### src/rtl/mine_board_builder_if.sv
// Handshake/bus bundle between the minesweeper game logic and the board builder.
// master: requester (drives start/bombas/safe_x/safe_y); slave: builder (drives busy/done/wr_*/placed).
interface mine_board_builder_if;
    logic       start;
    logic [3:0] bombas;
    logic [2:0] safe_x;
    logic [2:0] safe_y;
    logic       busy;
    logic       done;
    logic       wr_en;
    logic [2:0] wr_x;
    logic [2:0] wr_y;
    logic [3:0] wr_code;
    logic [3:0] placed;

    modport master (
        output start, bombas, safe_x, safe_y,
        input  busy, done, wr_en, wr_x, wr_y, wr_code, placed
    );

    modport slave (
        input  start, bombas, safe_x, safe_y,
        output busy, done, wr_en, wr_x, wr_y, wr_code, placed
    );
endinterface

### src/rtl/mine_board_builder.sv
// 8x8 minesweeper board generator: clears the board, places LFSR-driven bombs
// away from the first-clicked cell, then writes every cell's code (9 = bomb,
// else neighbour count).
// Ports: clk, reset (async active-low), bus (slave modport: start, bombas,
// safe_x, safe_y in; busy, done, wr_en, wr_x, wr_y, wr_code, placed out).
// Build option: define SAFE_ZONE_EN to keep bombs out of the whole 3x3 area
// around the safe cell instead of just the safe cell itself.
module mine_board_builder #(
    parameter logic [15:0] LFSR_SEED = 16'hACE1,
    parameter logic [3:0]  CODE_BOMB = 4'd9,
    parameter int unsigned MAX_BOMBS = 15
) (
    input logic clk,
    input logic reset,
    mine_board_builder_if.slave bus
);

    typedef enum logic [2:0] {
        IDLE, CLEAR, PLACE, COUNT, DONE
    } state_t;

    localparam logic [3:0] MAX_N = MAX_BOMBS[3:0];

    state_t      state, state_d;
    logic [15:0] lfsr;
    logic [5:0]  cnt, cnt_d;
    logic [63:0] bitmap, bitmap_d;
    logic [3:0]  placed_d;
    logic [3:0]  n, n_d;
    logic [2:0]  sx, sx_d, sy, sy_d;
    logic        busy_d, done_d, wr_en_d;
    logic [2:0]  wr_x_d, wr_y_d;
    logic [3:0]  wr_code_d;
    logic [5:0]  cand;

    // Popcount of the in-board 8-neighbours of (x,y); no wrap-around.
    function automatic logic [3:0] nbr_count(
        input logic [63:0] bm,
        input logic [2:0]  x,
        input logic [2:0]  y
    );
        logic [3:0] s;
        int nx, ny;
        s = '0;
        for (int dy = -1; dy <= 1; dy++) begin
            for (int dx = -1; dx <= 1; dx++) begin
                nx = int'(x) + dx;
                ny = int'(y) + dy;
                if (!(dx == 0 && dy == 0) && nx >= 0 && nx < 8 &&
                    ny >= 0 && ny < 8)
                    s = s + {3'b000, bm[6'(ny * 8 + nx)]};
            end
        end
        return s;
    endfunction

    function automatic logic excluded(
        input logic [5:0] c,
        input logic [2:0] px,
        input logic [2:0] py
    );
`ifdef SAFE_ZONE_EN
        logic [3:0] cx, cy, ax, ay;
        cx = {1'b0, c[2:0]};
        cy = {1'b0, c[5:3]};
        ax = {1'b0, px};
        ay = {1'b0, py};
        // 4-bit compare so the +1 never overflows at the board edge.
        return (cx + 4'd1 >= ax) && (ax + 4'd1 >= cx) &&
               (cy + 4'd1 >= ay) && (ay + 4'd1 >= cy);
`else
        return c == {py, px};
`endif
    endfunction

    assign cand = lfsr[5:0];

    always_comb begin
        state_d   = state;
        cnt_d     = cnt;
        bitmap_d  = bitmap;
        placed_d  = bus.placed;
        n_d       = n;
        sx_d      = sx;
        sy_d      = sy;
        busy_d    = bus.busy;
        done_d    = 1'b0;
        wr_en_d   = 1'b0;
        wr_x_d    = '0;
        wr_y_d    = '0;
        wr_code_d = '0;
        unique case (state)
            IDLE: begin
                busy_d = 1'b0;
                if (bus.start) begin
                    n_d      = (32'(bus.bombas) > MAX_BOMBS) ? MAX_N
                                                             : bus.bombas;
                    sx_d     = bus.safe_x;
                    sy_d     = bus.safe_y;
                    bitmap_d = '0;
                    placed_d = '0;
                    cnt_d    = '0;
                    busy_d   = 1'b1;
                    state_d  = CLEAR;
                end
            end
            CLEAR: begin
                wr_en_d = 1'b1;
                wr_x_d  = cnt[2:0];
                wr_y_d  = cnt[5:3];
                cnt_d   = cnt + 6'd1;
                if (cnt == 6'd63)
                    state_d = PLACE;
            end
            PLACE: begin
                // Quota test comes first, so n=0 still spends one cycle here.
                if (bus.placed == n) begin
                    cnt_d   = '0;
                    state_d = COUNT;
                end else if (!bitmap[cand] && !excluded(cand, sx, sy)) begin
                    bitmap_d[cand] = 1'b1;
                    placed_d       = bus.placed + 4'd1;
                end
            end
            COUNT: begin
                wr_en_d   = 1'b1;
                wr_x_d    = cnt[2:0];
                wr_y_d    = cnt[5:3];
                wr_code_d = bitmap[cnt] ? CODE_BOMB
                                        : nbr_count(bitmap, cnt[2:0], cnt[5:3]);
                cnt_d     = cnt + 6'd1;
                if (cnt == 6'd63)
                    state_d = DONE;
            end
            DONE: begin
                busy_d  = 1'b0;
                done_d  = 1'b1;
                state_d = IDLE;
            end
            default: state_d = IDLE;
        endcase
    end

    always_ff @(posedge clk or negedge reset) begin
        if (!reset) begin
            state       <= IDLE;
            lfsr        <= LFSR_SEED;
            cnt         <= '0;
            bitmap      <= '0;
            n           <= '0;
            sx          <= '0;
            sy          <= '0;
            bus.placed  <= '0;
            bus.busy    <= 1'b0;
            bus.done    <= 1'b0;
            bus.wr_en   <= 1'b0;
            bus.wr_x    <= '0;
            bus.wr_y    <= '0;
            bus.wr_code <= '0;
        end else begin
            state       <= state_d;
            // Fibonacci, taps 16,14,13,11; free-running in every state.
            lfsr        <= {lfsr[14:0], lfsr[15] ^ lfsr[13] ^ lfsr[12] ^ lfsr[10]};
            cnt         <= cnt_d;
            bitmap      <= bitmap_d;
            n           <= n_d;
            sx          <= sx_d;
            sy          <= sy_d;
            bus.placed  <= placed_d;
            bus.busy    <= busy_d;
            bus.done    <= done_d;
            bus.wr_en   <= wr_en_d;
            bus.wr_x    <= wr_x_d;
            bus.wr_y    <= wr_y_d;
            bus.wr_code <= wr_code_d;
        end
    end

endmodule

### src/flat_wrapper.sv
// flat-port wrapper written by rule: the top's interface ports become plain ports
module mine_board_builder_flat 
#(
    parameter logic [15:0] LFSR_SEED = 16'hACE1,
    parameter logic [3:0]  CODE_BOMB = 4'd9,
    parameter int unsigned MAX_BOMBS = 15
)
  (clk, reset, bus_start, bus_bombas, bus_safe_x, bus_safe_y, bus_busy, bus_done, bus_wr_en, bus_wr_x, bus_wr_y, bus_wr_code, bus_placed);
  mine_board_builder_if bus_i ();
  input logic clk;
  input logic reset;
  input wire logic [$bits(bus_i.start)-1:0] bus_start;
  input wire logic [$bits(bus_i.bombas)-1:0] bus_bombas;
  input wire logic [$bits(bus_i.safe_x)-1:0] bus_safe_x;
  input wire logic [$bits(bus_i.safe_y)-1:0] bus_safe_y;
  output wire logic [$bits(bus_i.busy)-1:0] bus_busy;
  output wire logic [$bits(bus_i.done)-1:0] bus_done;
  output wire logic [$bits(bus_i.wr_en)-1:0] bus_wr_en;
  output wire logic [$bits(bus_i.wr_x)-1:0] bus_wr_x;
  output wire logic [$bits(bus_i.wr_y)-1:0] bus_wr_y;
  output wire logic [$bits(bus_i.wr_code)-1:0] bus_wr_code;
  output wire logic [$bits(bus_i.placed)-1:0] bus_placed;
  assign bus_i.start = bus_start;
  assign bus_i.bombas = bus_bombas;
  assign bus_i.safe_x = bus_safe_x;
  assign bus_i.safe_y = bus_safe_y;
  assign bus_busy = bus_i.busy;
  assign bus_done = bus_i.done;
  assign bus_wr_en = bus_i.wr_en;
  assign bus_wr_x = bus_i.wr_x;
  assign bus_wr_y = bus_i.wr_y;
  assign bus_wr_code = bus_i.wr_code;
  assign bus_placed = bus_i.placed;
  mine_board_builder #(.LFSR_SEED(LFSR_SEED), .CODE_BOMB(CODE_BOMB), .MAX_BOMBS(MAX_BOMBS)) u_core (.clk(clk), .reset(reset), .bus(bus_i));
endmodule
### config.mk
export PLATFORM = sky130hd
export DESIGN_NAME = mine_board_builder_flat
export DESIGN_NICKNAME = d
export VERILOG_FILES = /design/src/rtl/mine_board_builder_if.sv /design/src/rtl/mine_board_builder.sv /design/src/flat_wrapper.sv
export SDC_FILE = /design/constraint.sdc
export NUM_CORES = 1
export LEC_CHECK = 0
export ABC_AREA = 1
export BUFFER_PORTS_ARGS = -buffer_cell sky130_fd_sc_hd__buf_2
export CAP_MARGIN = 15
export CORE_AREA = 4 4 137 126
export CTS_BUF_LIST = sky130_fd_sc_hd__clkbuf_8
export CTS_CLUSTER_SIZE = 30
export DETAILED_ROUTE_END_ITERATION = 10
export DIE_AREA = 0 0 141 130
export PLACE_DENSITY = 0.71
export SLEW_MARGIN = 20
export SYNTH_ARGS = -nofsm -noshare
export SYNTH_HDL_FRONTEND = slang
export SYNTH_SLANG_ARGS = --single-unit
### constraint.sdc
create_clock -name clk -period 7.59 [get_ports clk]
set_input_delay 1.518 -clock clk [delete_from_list [all_inputs] [get_ports clk]]
set_output_delay 1.518 -clock clk [all_outputs]
set_load 0.01 [all_outputs]
==> out/metrics.csv, run 1 <==
stage;metric;value;unit
place;DP Cell Count;1441;
critical_path;Worst Setup Path Type;flop to flop;
final_layout;post-route insts no fill;1473;
synthesis;Mapped Nets;1298;
run;Max Cap Violations;0;
synthesis;Mapped Cells;1257;
timing;Rel. slew slack;29.9;%
grt;vias in the first global route;7586;
detailed_routing;drt via density;5.78;
detailed_routing;First-pass DRT Iterations;6;
place;port bufs;29;
clock_tree;CTS Sinks;116;
place;Worst Setup Slack post-DPL;1050;ps
critical_path;Worst R2R End;u_core.bus.wr_code[1];
floorplanning;# IOs;30;
final_layout;share of cells above drive strength 1;9.48;%
timing;RSZ-0062 raised after global routing;no;
clock_tree;root buffer cell;clkbuf_8;
clock_tree;CTS Buf Count;17;
final_layout;Finished Core Util;57.5;%
hold_path;Hold Crit Depth;0;
synthesis;sequential area share after synthesis;34.2;%
floorplanning;Die Y-Extent;130;um
timing;Clock Skews;14.0;ps
grt;first-pass GRT wire length;40.4;mm
final_layout;post-route cell area;9110;um^2
synthesis;Netlist Area Pre-Place;8520;um^2
critical_path;Startpoint Class;flop;
power_and_ir_drop;VDD IR-drop max;0.124;mV
synthesis;Post-synth EDFFs;0;
clock_tree;clk buf depth;2;
floorplanning;num rows;44;
critical_path;Most Frequent Cell on Critical Path;ha_1;
critical_path;Worst Path Arrival;6950;ps
floorplanning;Die W;141;um
detailed_routing;DRC;0;
critical_path;CP Capture Type;flop;
critical_path;Crit Path Max Fanout;18;
timing;fmax;152;MHz
power_and_ir_drop;power consumption;1.22;mW
detailed_routing;DR iter-0 viols;941;
timing;setup TNS;0;ps
synthesis;asr flop ratio synth;100;%
timing;crit path setup slack, layout;1020;ps
critical_path;reg2reg path depth;30;
timing;Final Slew Violations;0;
synthesis;Synth cell types;43;
clock_tree;hold_buf cts;0;
synthesis;Synth area leader;dfrtp_1;
place;Area after DPL;8720;um^2
clock_tree;Setup Buffers After CTS;0;
timing;Period minus WS final;6570;ps
floorplanning;die area;18300;um^2
hold_path;Hold Startpoint;u_core.lfsr[9];
timing;Final Cycle Share;86.5;%
critical_path;Req. time, crit path;7970;ps
clock_tree;H-tree depth;4;
timing;hold slack;357;ps
detailed_routing;Wirelength per Cell;17.0;um
floorplanning;Initial Util;53.7;%
critical_path;R2R Path Start;u_core.cnt[3];
grt;GR Overflow Total;0;
timing;Finish-stage setup viols;0;
clock_tree;latest clock arrival within the worst-skew pair;450;ps
timing;final hold vios;0;
floorplanning;core area;15900;um^2
synthesis;synthesis-stage register bit count;116;
detailed_routing;Antenna Violating Nets Remaining;0;
detailed_routing;routed vias;8517;
critical_path;R2R Setup Slk;1020;ps
synthesis;largest cells by area after synthesis;dfrtp_1 (32%), nand2_1 (16%), o21ai_0 (6.8%), nand3_1 (6.6%), a21oi_1 (6.4%);
clock_tree;Post-CTS Resized;0;
detailed_routing;Post-Route WL;25.1;mm
final_layout;layout net count;1294;
critical_path;Crit-path slowest cell;ha_1;
clock_tree;clock-pin slew on the worst setup and hold paths;90;ps
power_and_ir_drop;cell area power density;133;nW/um^2
grt;largest net degree at the start of global routing;77;
synthesis;Yosys warnings;0;
hold_path;sink of the worst hold path;u_core.lfsr[10];
grt;initial antenna violation count;0;
synthesis;top cell type's share of synthesized area;31.7;%
hold_path;Min-Delay Path Class;flop to flop;
final_layout;P&R area growth vs syn;6.96;%
clock_tree;CTS tree;built;
power_and_ir_drop;Lkg Pwr;4.29;nW
run_status;outcome;complete, no violations;
critical_path;critical path's largest stage delay;560;ps
timing;Worst Tran Pin Value;1040;ps
place;gpl congestion;0.949;
grt;GR Util All Layers;27.8;%
synthesis;Post-synth top flop;dfrtp_1;
final_layout;n_diodes;0;
place;HPWL after detailed placement;16.9;mm
synthesis;mean post-synth cell area;6.78;um^2
## cell type report
| cell class | count | area [um^2] |
|---|---|---|
| clock buffers | 17 | 234 |
| clock inverters | 15 | 158 |
| fillers | 1573 | 6740 |
| inverters | 123 | 462 |
| multi-input cells | 951 | 4830 |
| flip-flops and latches | 116 | 2910 |
| well taps | 207 | 259 |
| repair buffers | 44 | 260 |
## per-layer routing
layer | global-route usage, % | vias to the layer above | wire, um
li1 | - | 4183 | -
met1 | 39.4 | 3889 | 11200
met2 | 42.3 | 374 | 10900
met3 | 6.30 | 71 | 2250
met4 | 9.80 | 0 | 769
met5 | 0 | - | 0
## cell families after synthesis
family                     Yosys count  synth area share, %
and+or+nand+nor                    593                 29.1
xor gates and xnor gates            22                 2.26
muxes                               12                 1.57
buffers and inverters              190                 9.19
adders and majority gates           28                 4.38
DFF                                116                 34.2
AOI/OAI and AO/OA                  296                 19.3
## cell usage in the layout (no fill, tap or decap), types with 5 or more instances in the layout
| master | Yosys | routed |
|---|---|---|
| a21oi_1 | 109 | 109 |
| a22oi_1 | 7 | 7 |
| a31oi_1 | 7 | 7 |
| buf_2 | 17 | 28 |
| buf_4 | 3 | 16 |
| clkbuf_8 | 0 | 17 |
| dfrtp_1 | 108 | 107 |
| dfstp_2 | 8 | 8 |
| ha_1 | 25 | 25 |
| inv_1 | 107 | 107 |
| inv_2 | 11 | 12 |
| inv_6 | 0 | 7 |
| mux2_2 | 11 | 11 |
| nand2_1 | 370 | 369 |
| nand3_1 | 112 | 112 |
| nand3_2 | 7 | 7 |
| nand4_1 | 5 | 5 |
| nor2_1 | 75 | 75 |
| nor3_1 | 13 | 13 |
| o2111ai_1 | 9 | 9 |
| o21ai_0 | 115 | 115 |
| o22a_1 | 6 | 6 |
| o22ai_1 | 30 | 30 |
| xnor2_1 | 10 | 10 |
| xor2_1 | 12 | 12 |
## power breakdown
part / switching (mW) / leakage, nW / internal, mW / total, mW
combinational: 0.0128 / 2.56 / 0.00271 / 0.0155
sequential: 0 / 1.54 / 0.618 / 0.618
clock: 0.311 / 0.195 / 0.273 / 0.584
total: 0.324 / 4.29 / 0.893 / 1.22
## synthesized netlist by cell type (all sizes together) (4+ instances only)
master	count
o22a	6
nand4	5
clkinv	5
dfrtp	108
o211ai	4
a22oi	7
nor2	75
dfstp	8
o21ai	115
nor3	15
nand3b	4
a31oi	7
ha	25
o22ai	30
a21oi	109
nand2	372
xnor2	10
clkbuf	39
mux2	11
o2111ai	9
nand3	119
xor2	12
buf	28
inv	118
## critical path: cells and delay by family, from the launching register on
family	cells	cell delay [ps]
AO/OA/AOI/OAI	2	220
adder cells (fa/ha/maj)	10	3260
buffers and inverters	5	670
flip-flops	1	550
multiplexers	1	280
AND/OR/NAND/NOR	12	1500
## sequential cells by signal, summed over array words and instances, names as in the netlist
name and cells:
u_core.bus.busy 1, u_core.lfsr 16, u_core.cnt 6, u_core.bus.wr_x 3, u_core.sx 3, u_core.sy 3
u_core.state 3, u_core.bus.wr_y 3, u_core.bus.placed 4, u_core.bus.done 1, u_core.n 4, u_core.bus.wr_code 4
u_core.bitmap 64, u_core.bus.wr_en 1
## worst max path at each step
stage	startpoint	endpoint	slack, ps	cells past startpoint
2_1_floorplan	u_core.cnt[1]	u_core.bus.wr_code[1]	1400	34
3_3_place_gp	u_core.cnt[3]	u_core.bus.wr_code[1]	1110	30
3_5_place_dp	u_core.cnt[3]	u_core.bus.wr_code[2]	1050	31
4_1_cts	u_core.cnt[3]	u_core.bus.wr_code[1]	1050	30
5_1_grt	u_core.cnt[3]	u_core.bus.wr_code[1]	470	30
6_report	u_core.cnt[3]	u_core.bus.wr_code[1]	1020	30
Power figures use the tool's default switching activity.
==> inputs of run 2 (changes only) <==
Settings changed: BUFFER_PORTS_ARGS -buffer_cell sky130_fd_sc_hd__buf_2 to not set, DONT_BUFFER_PORTS set to 1, PLACE_DENSITY 0.71 to 0.69, SLEW_MARGIN 20 to not set.
==> run 2 against run 1 <==
Against the previous run:
- sequential share of layout area rose by 0.62 points
- non-clock buffer count fell by 31
- clock power fell by 2%
- hold slack got worse by 7.4 ps
- utilization fell by 1.1 points
- power fell by 2.1%
- register-to-register slack barely moved
- flip-flop and latch count did not move
- critical path depth rose by 2
- critical endpoint unchanged
- largest cell class unchanged
==> out/metrics.csv, run 2 (same netlist as run 1, synthesis figures left out) <==
stage;metric;value;unit
timing;Rel. slew slack;20.3;%
critical_path;R2R Setup Slk;1020;ps
grt;GR Overflow Total;0;
critical_path;Worst R2R End;u_core.bus.wr_code[1];
hold_path;Hold Startpoint;u_core.lfsr[14];
critical_path;WP buf/inv;5;
clock_tree;latest clock arrival within the worst-skew pair;460;ps
final_layout;layout net count;1263;
place;port bufs;0;
power_and_ir_drop;cell area power density;133;nW/um^2
clock_tree;hold_buf cts;0;
floorplanning;# IOs;30;
final_layout;largest register by flop count;u_core.bitmap;
grt;initial antenna violation count;0;
clock_tree;Post-CTS Resized;0;
place;gpl congestion;0.943;
timing;Final Slew Violations;0;
floorplanning;Die Y-Extent;130;um
detailed_routing;DR iter-0 viols;1059;
timing;crit path setup slack, layout;1020;ps
clock_tree;H-tree depth;4;
power_and_ir_drop;Lkg Pwr;4.15;nW
grt;vias in the first global route;7820;
place;Worst Setup Slack post-DPL;1080;ps
timing;Finish-stage setup viols;0;
hold_path;Hold Crit Depth;0;
final_layout;most common cell after layout, fill and taps aside;nand2_1;
critical_path;Req. time, crit path;7960;ps
timing;RSZ-0062 raised after global routing;no;
run;Max Cap Violations;0;
detailed_routing;First-pass DRT Iterations;6;
detailed_routing;Antenna Violating Nets Remaining;0;
final_layout;highest-count cells in the layout ignoring fill and taps;nand2_1 (369), o21ai_0 (115), nand3_1 (112), a21oi_1 (109);
final_layout;largest registers;u_core.bitmap x64, u_core.lfsr x16, u_core.cnt x6;
critical_path;critical path's largest stage delay;740;ps
place;HPWL after detailed placement;16.8;mm
clock_tree;clk buf depth;2;
detailed_routing;Post-Route WL;25.2;mm
timing;Worst Tran Pin Value;1190;ps
critical_path;Crit Path Max Fanout;13;
power_and_ir_drop;VDD IR-drop max;0.107;mV
final_layout;P&R area growth vs syn;4.93;%
floorplanning;Die W;141;um
floorplanning;die area;18300;um^2
grt;largest net degree at the start of global routing;117;
grt;GR Util All Layers;28.1;%
final_layout;n_diodes;0;
floorplanning;num rows;44;
floorplanning;Initial Util;53.7;%
timing;fmax;152;MHz
critical_path;R2R Path Start;u_core.cnt[2];
detailed_routing;routed vias;8459;
timing;hold slack;350;ps
critical_path;CP Capture Type;flop;
clock_tree;Setup Buffers After CTS;0;
detailed_routing;drt via density;5.87;
grt;first-pass GRT wire length;41.0;mm
final_layout;share of cells above drive strength 1;7.21;%
clock_tree;CTS Sinks;116;
hold_path;Min-Delay Path Class;flop to flop;
detailed_routing;Wirelength per Cell;17.5;um
critical_path;Worst Setup Path Type;flop to flop;
critical_path;reg2reg path depth;32;
timing;Final Cycle Share;86.5;%
timing;Clock Skews;15.0;ps
hold_path;sink of the worst hold path;u_core.lfsr[15];
clock_tree;clock-pin slew on the worst setup and hold paths;80;ps
final_layout;Finished Core Util;56.4;%
critical_path;Worst Path Arrival;6940;ps
run_status;outcome;complete, no violations;
critical_path;Crit path depth;32;
critical_path;Startpoint Class;flop;
clock_tree;root buffer cell;clkbuf_8;
timing;setup TNS;0;ps
critical_path;CP delay by family, top;adder cells;
timing;final hold vios;0;
clock_tree;CTS Buf Count;17;
final_layout;max reg flops;64;
floorplanning;core area;15900;um^2
timing;Period minus WS final;6570;ps
detailed_routing;DRC;0;
critical_path;Most Frequent Cell on Critical Path;ha_1;
clock_tree;CTS tree;built;
critical_path;Crit-path slowest cell;dfrtp_1;
-- run 2: cell types whose count changed in the layout (fill, tap and decap cells not counted), sizes merged --
| cell | delta |
|---|---|
| inv | -3 |
| clkinv | +3 |
| buf | -31 |
-- run 2: how the worst max path moves through the flow --
stage / start / slack, ps / to
after floorplan: u_core.cnt[1] / 1400 / u_core.bus.wr_code[1]
after global placement: u_core.cnt[3] / 1220 / u_core.bus.wr_code[1]
after detailed placement: u_core.cnt[2] / 1080 / u_core.bus.wr_code[1]
after CTS: u_core.cnt[2] / 1070 / u_core.bus.wr_code[1]
after global routing: u_core.cnt[2] / 530 / u_core.bus.wr_code[1]
final: u_core.cnt[2] / 1020 / u_core.bus.wr_code[1]
-- run 2: final cells by class --
cell class	count	area, um^2
sequential	116	2910
clock inverter	15	148
tap	207	259
multi-input combinational	951	4830
inverter	123	462
fill	1613	6910
timing repair buffer	13	97.6
clock buffer	17	234
-- run 2: per-stage QoR --
step / area [um^2] / total power [mW] / std cells
after detailed placement: 8560 / 0.630 / 1410
after global routing: 8940 / 1.23 / 1442
after global placement: 8560 / 0.630 / 1410
final: 8940 / 1.19 / 1442
after floorplan: 8520 / 0.630 / 1257
after CTS: 8940 / 1.20 / 1442
-- run 2: routing by layer --
metal | GRT usage, % | vias to the layer above | part of all wire [%]
met1 | 39.3 | 3949 | 44
li1 | - | 4117 | -
met3 | 5.90 | 51 | 7.9
met4 | 9.23 | 0 | 2.7
met2 | 43.8 | 342 | 45
met5 | 0 | - | 0
-- run 2: worst reg2reg max path: cells and delay by family, from the launching register on --
family	cells	cell delay (ps)
AOI/OAI and AO/OA	4	890
adders and majority gates	9	2530
buffers and inverters	5	490
DFF	1	740
muxes	1	280
and+or+nand+nor	13	1540
-- run 2: power by group --
| group | switching [mW] | leakage [nW] | total (mW) | internal [mW] |
|---|---|---|---|---|
| Combinational | 0 | 2.43 | 0.000137 | 0.000135 |
| Clock | 0.306 | 0.192 | 0.574 | 0.268 |
| Sequential | 0 | 1.54 | 0.618 | 0.618 |
| Total | 0.306 | 4.15 | 1.19 | 0.885 |
